$ cat config.mk
export PLATFORM = sky130hd
export DESIGN_NAME = position_selector_flat
export DESIGN_NICKNAME = d
export VERILOG_FILES = /design/src/rtl/position_pkg.sv /design/src/rtl/position_selector_if.sv /design/src/rtl/btn_edge.sv /design/src/rtl/position_selector.sv /design/src/flat_wrapper.sv
export SDC_FILE = /design/constraint.sdc
export NUM_CORES = 1
export LEC_CHECK = 0
export ABC_AREA = 1
export CAP_MARGIN = 5
export CORE_MARGIN = 2
export CORE_UTILIZATION = 46
export DETAILED_ROUTE_END_ITERATION = 8
export PLACE_DENSITY = 0.77
export SLEW_MARGIN = 20
export SYNTH_ARGS = -nofsm -noshare
export SYNTH_HDL_FRONTEND = slang
export SYNTH_SLANG_ARGS = --single-unit
export TNS_END_PERCENT = 50
$ cat constraint.sdc
create_clock -name clk -period 2.6 [get_ports clk]
set_input_delay 0.52 -clock clk [delete_from_list [all_inputs] [get_ports clk]]
set_output_delay 0.52 -clock clk [all_outputs]
set_load 0.02 [all_outputs]
$ cat src/rtl/position_pkg.sv
// Shared types and constants for the 3x3 board cursor/commit path.
// Cell index is row*GRID_DIM+col, carried as pos_t on every consumer.
package position_pkg;

  localparam int GRID_DIM  = 3;
  localparam int NUM_CELLS = GRID_DIM * GRID_DIM;

  typedef logic [3:0] pos_t;

  typedef enum logic {
    SELECT = 1'b0,
    HOLD   = 1'b1
  } sel_state_t;

  function automatic pos_t to_index(input logic [1:0] row, input logic [1:0] col);
    return pos_t'(row) * pos_t'(GRID_DIM) + pos_t'(col);
  endfunction

endpackage

$ cat src/rtl/position_selector_if.sv
// Commit handshake bundle: selector drives cursor/pos_out/pos_valid/sel_err,
// the board decoder returns pos_ack; pos_out is stable while pos_valid is high.
interface position_selector_if;
  import position_pkg::*;

  pos_t cursor;
  pos_t pos_out;
  logic pos_valid;
  logic pos_ack;
  logic sel_err;

  modport master (
    output cursor,
    output pos_out,
    output pos_valid,
    output sel_err,
    input  pos_ack
  );

  modport slave (
    input  cursor,
    input  pos_out,
    input  pos_valid,
    input  sel_err,
    output pos_ack
  );

endinterface

$ cat src/rtl/btn_edge.sv
// Rising-edge detector for one clk-synchronous button level; combinational act.
// prev resets to 1 so a button held through reset never yields an action.
module btn_edge (
  input  logic clk,
  input  logic rst,
  input  logic btn,
  output logic act
);

  logic prev_q;

  always_ff @(posedge clk) begin
    if (rst) prev_q <= 1'b1;
    else     prev_q <= btn;
  end

  assign act = btn & ~prev_q;

endmodule

$ cat src/rtl/position_selector.sv
// Cursor selector/committer: one cycle from button edge to registered output; HOLD keeps pos_valid until pos_ack.
// POSITION_WRAP_EN defined: row/col wrap modulo 3; undefined: moves saturate at the board edge.
module position_selector
  import position_pkg::*;
(
  input  logic                 clk,
  input  logic                 rst,
  input  logic                 enable,
  input  logic                 btn_up,
  input  logic                 btn_down,
  input  logic                 btn_left,
  input  logic                 btn_right,
  input  logic                 btn_sel,
  input  logic [NUM_CELLS-1:0] occupied,
  position_selector_if.master  pif
);

  function automatic logic [1:0] step_inc(input logic [1:0] v);
`ifdef POSITION_WRAP_EN
    return (v == 2'd2) ? 2'd0 : v + 2'd1;
`else
    return (v == 2'd2) ? 2'd2 : v + 2'd1;
`endif
  endfunction

  function automatic logic [1:0] step_dec(input logic [1:0] v);
`ifdef POSITION_WRAP_EN
    return (v == 2'd0) ? 2'd2 : v - 2'd1;
`else
    return (v == 2'd0) ? 2'd0 : v - 2'd1;
`endif
  endfunction

  logic act_up, act_down, act_left, act_right, act_sel;

  btn_edge u_edge_up    (.clk(clk), .rst(rst), .btn(btn_up),    .act(act_up));
  btn_edge u_edge_down  (.clk(clk), .rst(rst), .btn(btn_down),  .act(act_down));
  btn_edge u_edge_left  (.clk(clk), .rst(rst), .btn(btn_left),  .act(act_left));
  btn_edge u_edge_right (.clk(clk), .rst(rst), .btn(btn_right), .act(act_right));
  btn_edge u_edge_sel   (.clk(clk), .rst(rst), .btn(btn_sel),   .act(act_sel));

  sel_state_t state_q, state_d;
  logic [1:0] row_q, row_d, col_q, col_d;
  pos_t       pos_q, pos_d;
  logic       vld_q, vld_d;
  logic       err_q, err_d;
  pos_t       cur;

  assign cur = to_index(row_q, col_q);

  always_ff @(posedge clk) begin
    if (rst) begin
      state_q <= SELECT;
      row_q   <= 2'd0;
      col_q   <= 2'd0;
      pos_q   <= '0;
      vld_q   <= 1'b0;
      err_q   <= 1'b0;
    end else begin
      state_q <= state_d;
      row_q   <= row_d;
      col_q   <= col_d;
      pos_q   <= pos_d;
      vld_q   <= vld_d;
      err_q   <= err_d;
    end
  end

  // Priority chain drops lower-priority edges that arrive in the same cycle.
  always_comb begin
    state_d = state_q;
    row_d   = row_q;
    col_d   = col_q;
    pos_d   = pos_q;
    vld_d   = vld_q;
    err_d   = 1'b0;
    case (state_q)
      SELECT: begin
        if (enable) begin
          if (act_sel) begin
            if (occupied[cur]) begin
              err_d = 1'b1;
            end else begin
              pos_d   = cur;
              vld_d   = 1'b1;
              state_d = HOLD;
            end
          end else if (act_up) begin
            row_d = step_dec(row_q);
          end else if (act_down) begin
            row_d = step_inc(row_q);
          end else if (act_left) begin
            col_d = step_dec(col_q);
          end else if (act_right) begin
            col_d = step_inc(col_q);
          end
        end
      end
      HOLD: begin
        if (pif.pos_ack) begin
          vld_d   = 1'b0;
          state_d = SELECT;
        end
      end
      default: begin
        state_d = SELECT;
      end
    endcase
  end

  assign pif.cursor    = cur;
  assign pif.pos_out   = pos_q;
  assign pif.pos_valid = vld_q;
  assign pif.sel_err   = err_q;

endmodule

$ cat src/flat_wrapper.sv
// flat-port wrapper written by rule: the top's interface ports become plain ports
module position_selector_flat import position_pkg::*;
  (clk, rst, enable, btn_up, btn_down, btn_left, btn_right, btn_sel, occupied, pif_cursor, pif_pos_out, pif_pos_valid, pif_sel_err, pif_pos_ack);
  position_selector_if pif_i ();
  input  logic clk;
  input  logic rst;
  input  logic enable;
  input  logic btn_up;
  input  logic btn_down;
  input  logic btn_left;
  input  logic btn_right;
  input  logic btn_sel;
  input  logic [NUM_CELLS-1:0] occupied;
  output wire logic [$bits(pif_i.cursor)-1:0] pif_cursor;
  output wire logic [$bits(pif_i.pos_out)-1:0] pif_pos_out;
  output wire logic [$bits(pif_i.pos_valid)-1:0] pif_pos_valid;
  output wire logic [$bits(pif_i.sel_err)-1:0] pif_sel_err;
  input wire logic [$bits(pif_i.pos_ack)-1:0] pif_pos_ack;
  assign pif_cursor = pif_i.cursor;
  assign pif_pos_out = pif_i.pos_out;
  assign pif_pos_valid = pif_i.pos_valid;
  assign pif_sel_err = pif_i.sel_err;
  assign pif_i.pos_ack = pif_pos_ack;
  position_selector u_core (.clk(clk), .rst(rst), .enable(enable), .btn_up(btn_up), .btn_down(btn_down), .btn_left(btn_left), .btn_right(btn_right), .btn_sel(btn_sel), .occupied(occupied), .pif(pif_i));
endmodule
==> results.txt <==
----------------------------------------------------
[Place]
  Count of placed standard cells including taps ... 189
  HPWL after detailed placement ... 1737 um
  Placed cell area ... 0.001311 mm^2
  Worst-case setup slack after placement ... -0.1914 ns
  Last weighted congestion value of the routability-driven placer ... 0.7843
  Count of port buffers added during placement ... 27

[GRT]
  Pin count of the biggest net entering global routing ... 14
  GRT Resource Usage Total ... 0.1845
  Vias in the first global route ... 895
  Initial antenna violation count ... 0
  Global-route wire length before repair ... 3525 um
  Gr ovfl total ... 0

[Worst setup path]
  Endpoint of the lowest-slack register-to-register path ... u_core.pif.pos_out[3]
  Endpoint type of the worst setup path ... output pin
  Required time of the critical path ... 2.08 ns
  Category of the worst setup path launch point ... register
  Critical-path maximum fanout ... 2
  Classification of the worst setup path ... reg -> out
  Arr. time, crit path ... 2.16 ns
  R2R Path Start ... u_core.row_q[1]
  R2r worst-path depth ... 10
  Internal reg-to-reg setup slack ... 0.12 ns

[Routing]
  Met3 wire len ... 98 um
  Detailed-route via count ... 926
  Routed length per placed instance ... 10.87 um
  Final routed wirelength across all metal layers ... 2108 um
  First DRT Iteration DRCs ... 8
  Met2 routed wirelength ... 1049 um
  First drt pass iteration count ... 4
  Post-DRT Antenna Nets ... 0
  Residual DRC count ... 0
  Max layer used ... met4
  Avg Vias per Cell ... 4.773
  M1 wire length ... 951 um

[Clock tree]
  Number of CTS-inserted buffers ... 3
  H-tree depth ... 1
  CTS tree ... done
  Skew-Pair Late Insertion Delay ... 0.29 ns
  Clock-pin slew on the worst setup and hold paths ... 0.10 ns
  Number of buffers on the longest clock path ... 2
  Hold-fix buffer count after cts ... 0
  Root cell of the clock tree ... sky130_fd_sc_hd__clkbuf_4
  Count of clock tree sinks ... 16

[Floorplanning]
  Initial core utilization ... 0.4923
  Std-Cell Rows ... 16
  Die height ... 49.83 um
  IO Pins ... 28
  Die span in x ... 49.83 um
  Core ar. ... 0.001962 mm^2
  Die Footprint ... 0.002483 mm^2

[Timing]
  Smallest setup slack after layout ... -0.07704 ns
  Max-slew headroom ... 0.7168
  Worst Hold Slack ... 0.4877 ns
  Final count of pins violating max slew ... 0
  Clock Skews ... 0.002775 ns
  Least-Margin Pin Slew ... 0.4234 ns
  Hold Violations, Final ... 0
  Setup repair after global routing missed its margin ... yes
  Final sum of negative setup slack ... -0.07704 ns
  Maximum achievable frequency ... 0.3735 GHz
  Fraction of the cycle the final worst path needs ... 1.030
  Crit path time final ... 2.677 ns
  Final setup viols ... 1

[Pwr]
  Total Power ... 0.6037 mW
  Power density over the cells ... 443.1 mW/mm^2
  Pleak ... 0.6707 nW
  Peak supply drop ... 0.3540 mV

[Synthesis]
  Number of flip-flops and latches in the synthesized netlist ... 16
  Number of distinct standard cells referenced by the synthesized netlist ... 22
  Number of enable-type register cells in the synthesized netlist ... 0
  Area of the mapped netlist ... 965.9 um^2
  Synth top area share ... 0.3316
  Post-synth net total ... 158
  Commonest register cell after synthesis ... sky130_fd_sc_hd__dfxtp_1
  Cells after Synth ... 129
  Warnings from Yosys ... 0
  Share of synthesized area occupied by flip-flops and latches ... 0.3316
  Synth Area per Inst ... 7.488 um^2
  Share of synthesized flip-flops with an asynchronous set or reset ... 0
  Leading post-synthesis cells by cell area ... sky130_fd_sc_hd__dfxtp_1 (33%), sky130_fd_sc_hd__ha_1 (12%), sky130_fd_sc_hd__inv_1 (10%)
  Synth area leader ... sky130_fd_sc_hd__dfxtp_1
  Most instantiated cells after synthesis ... sky130_fd_sc_hd__inv_1 (27), sky130_fd_sc_hd__nand2_1 (27), sky130_fd_sc_hd__dfxtp_1 (16)

[Worst hold path]
  Start point of the worst min-delay path ... u_core.state_q
  End point of the worst hold path ... u_core.state_q
  Type of the most critical hold path ... reg -> reg
  Cell depth of the worst min-delay path ... 2

[Final layout]
  Final net count ... 197
  Number of diodes ... 0
  Signed area change from the synthesized netlist to the final layout ... 41.06%
  Number of non-filler instances in the completed layout ... 194
  Fraction of final layout cells sized beyond drive strength 1 ... 0.1557
  Filler instances ... 184
  Util after Layout ... 0.6945
  Cell area after layout ... 0.001363 mm^2

[Outcome]
  Run status ... finished, violations left
  Failing checks ... setup timing

[Flow run]
  Max-Cap Viols ... 0

----------------------------------------------------
## registers in the layout, indices dropped and copies added, names as in the netlist
| register | flops |
|---|---|
| u_core.pif.pos_out | 4 |
| u_core.col_q | 2 |
| u_core.row_q | 2 |
| u_core.pif.pos_valid | 1 |
| u_core.pif.sel_err | 1 |
| u_core.state_q | 1 |
| u_core.u_edge_down.prev_q | 1 |
| u_core.u_edge_left.prev_q | 1 |
| u_core.u_edge_right.prev_q | 1 |
| u_core.u_edge_sel.prev_q | 1 |
| u_core.u_edge_up.prev_q | 1 |
## metal layers
layer / track usage / vias up
met2: 0.3356 / 17
met1: 0.2140 / 428
met4: 0.02778 / 0
met5: 0 / -
li1: - / 479
met3: 0.05758 / 2
## kinds of logic after synthesis
kind of cell,Yosys count,share of synthesized area
buffers and inverters,29,0.1205
adders and majority gates,11,0.1580
and+or+nand+nor,53,0.2798
AOI/OAI and AO/OA,20,0.1101
DFF,16,0.3316
## power breakdown
part | switching [mW] | internal [mW]
Combinational | 0.0929 | 0.0810
Sequential | 0.00605 | 0.256
Clock | 0.0824 | 0.0854
Total | 0.181 | 0.422
## placed cells by master (no fill, tap or decap), types with 2 or more instances in the layout
cell type and count:
sky130_fd_sc_hd__inv_1 27, sky130_fd_sc_hd__nand2_1 27, sky130_fd_sc_hd__clkdlybuf4s50_1 24, sky130_fd_sc_hd__dfxtp_1 15, sky130_fd_sc_hd__nand3_1 9, sky130_fd_sc_hd__ha_1 9
sky130_fd_sc_hd__buf_4 9, sky130_fd_sc_hd__o21ai_0 8, sky130_fd_sc_hd__a21oi_1 7, sky130_fd_sc_hd__nor2_1 7, sky130_fd_sc_hd__clkbuf_4 3, sky130_fd_sc_hd__nand2_2 2
sky130_fd_sc_hd__nand3_2 2, sky130_fd_sc_hd__a31oi_1 2, sky130_fd_sc_hd__fa_1 2
## worst max-delay path, cell delays in order (launching register included)
cell and delay, ns:
sky130_fd_sc_hd__dfxtp_2 0.34, sky130_fd_sc_hd__fa_1 0.56, sky130_fd_sc_hd__ha_1 0.15, sky130_fd_sc_hd__inv_1 0.06, sky130_fd_sc_hd__fa_1 0.55, sky130_fd_sc_hd__inv_1 0.06, sky130_fd_sc_hd__buf_2 0.16
## area by class of cell
cell class	count	area (um^2)	area share
repair buffers	35	325.3	0.2388
multi-input cells	84	540.5	0.3967
well taps	27	33.78	0.02479
flip-flops and latches	16	321.6	0.2360
clock buffers	4	36.28	0.02663
inverters	28	105.1	0.07713
## what timing repair did
action	4_1_cts	5_1_grt
endpoints found under the setup margin	3	7
hold endpoints to repair	0	0
resized for setup	10	3
pin swaps	1	0
buffers inserted	1	0
## worst max path at each step
stage	start	end	slack, ns	cells past startpoint
finish	u_core.row_q[1]	pif_cursor[2]	-0.08	6
global route	u_core.row_q[1]	pif_cursor[2]	-0.15	6
global placement	u_core.col_q[1]	pif_cursor[2]	-0.14	6
CTS	u_core.row_q[1]	pif_cursor[2]	-0.09	6
floorplan	u_core.col_q[1]	u_core.pif.pos_out[0]	0.22	9
detailed placement	u_core.col_q[1]	pif_cursor[2]	-0.19	6
Power figures use the tool's default switching activity.
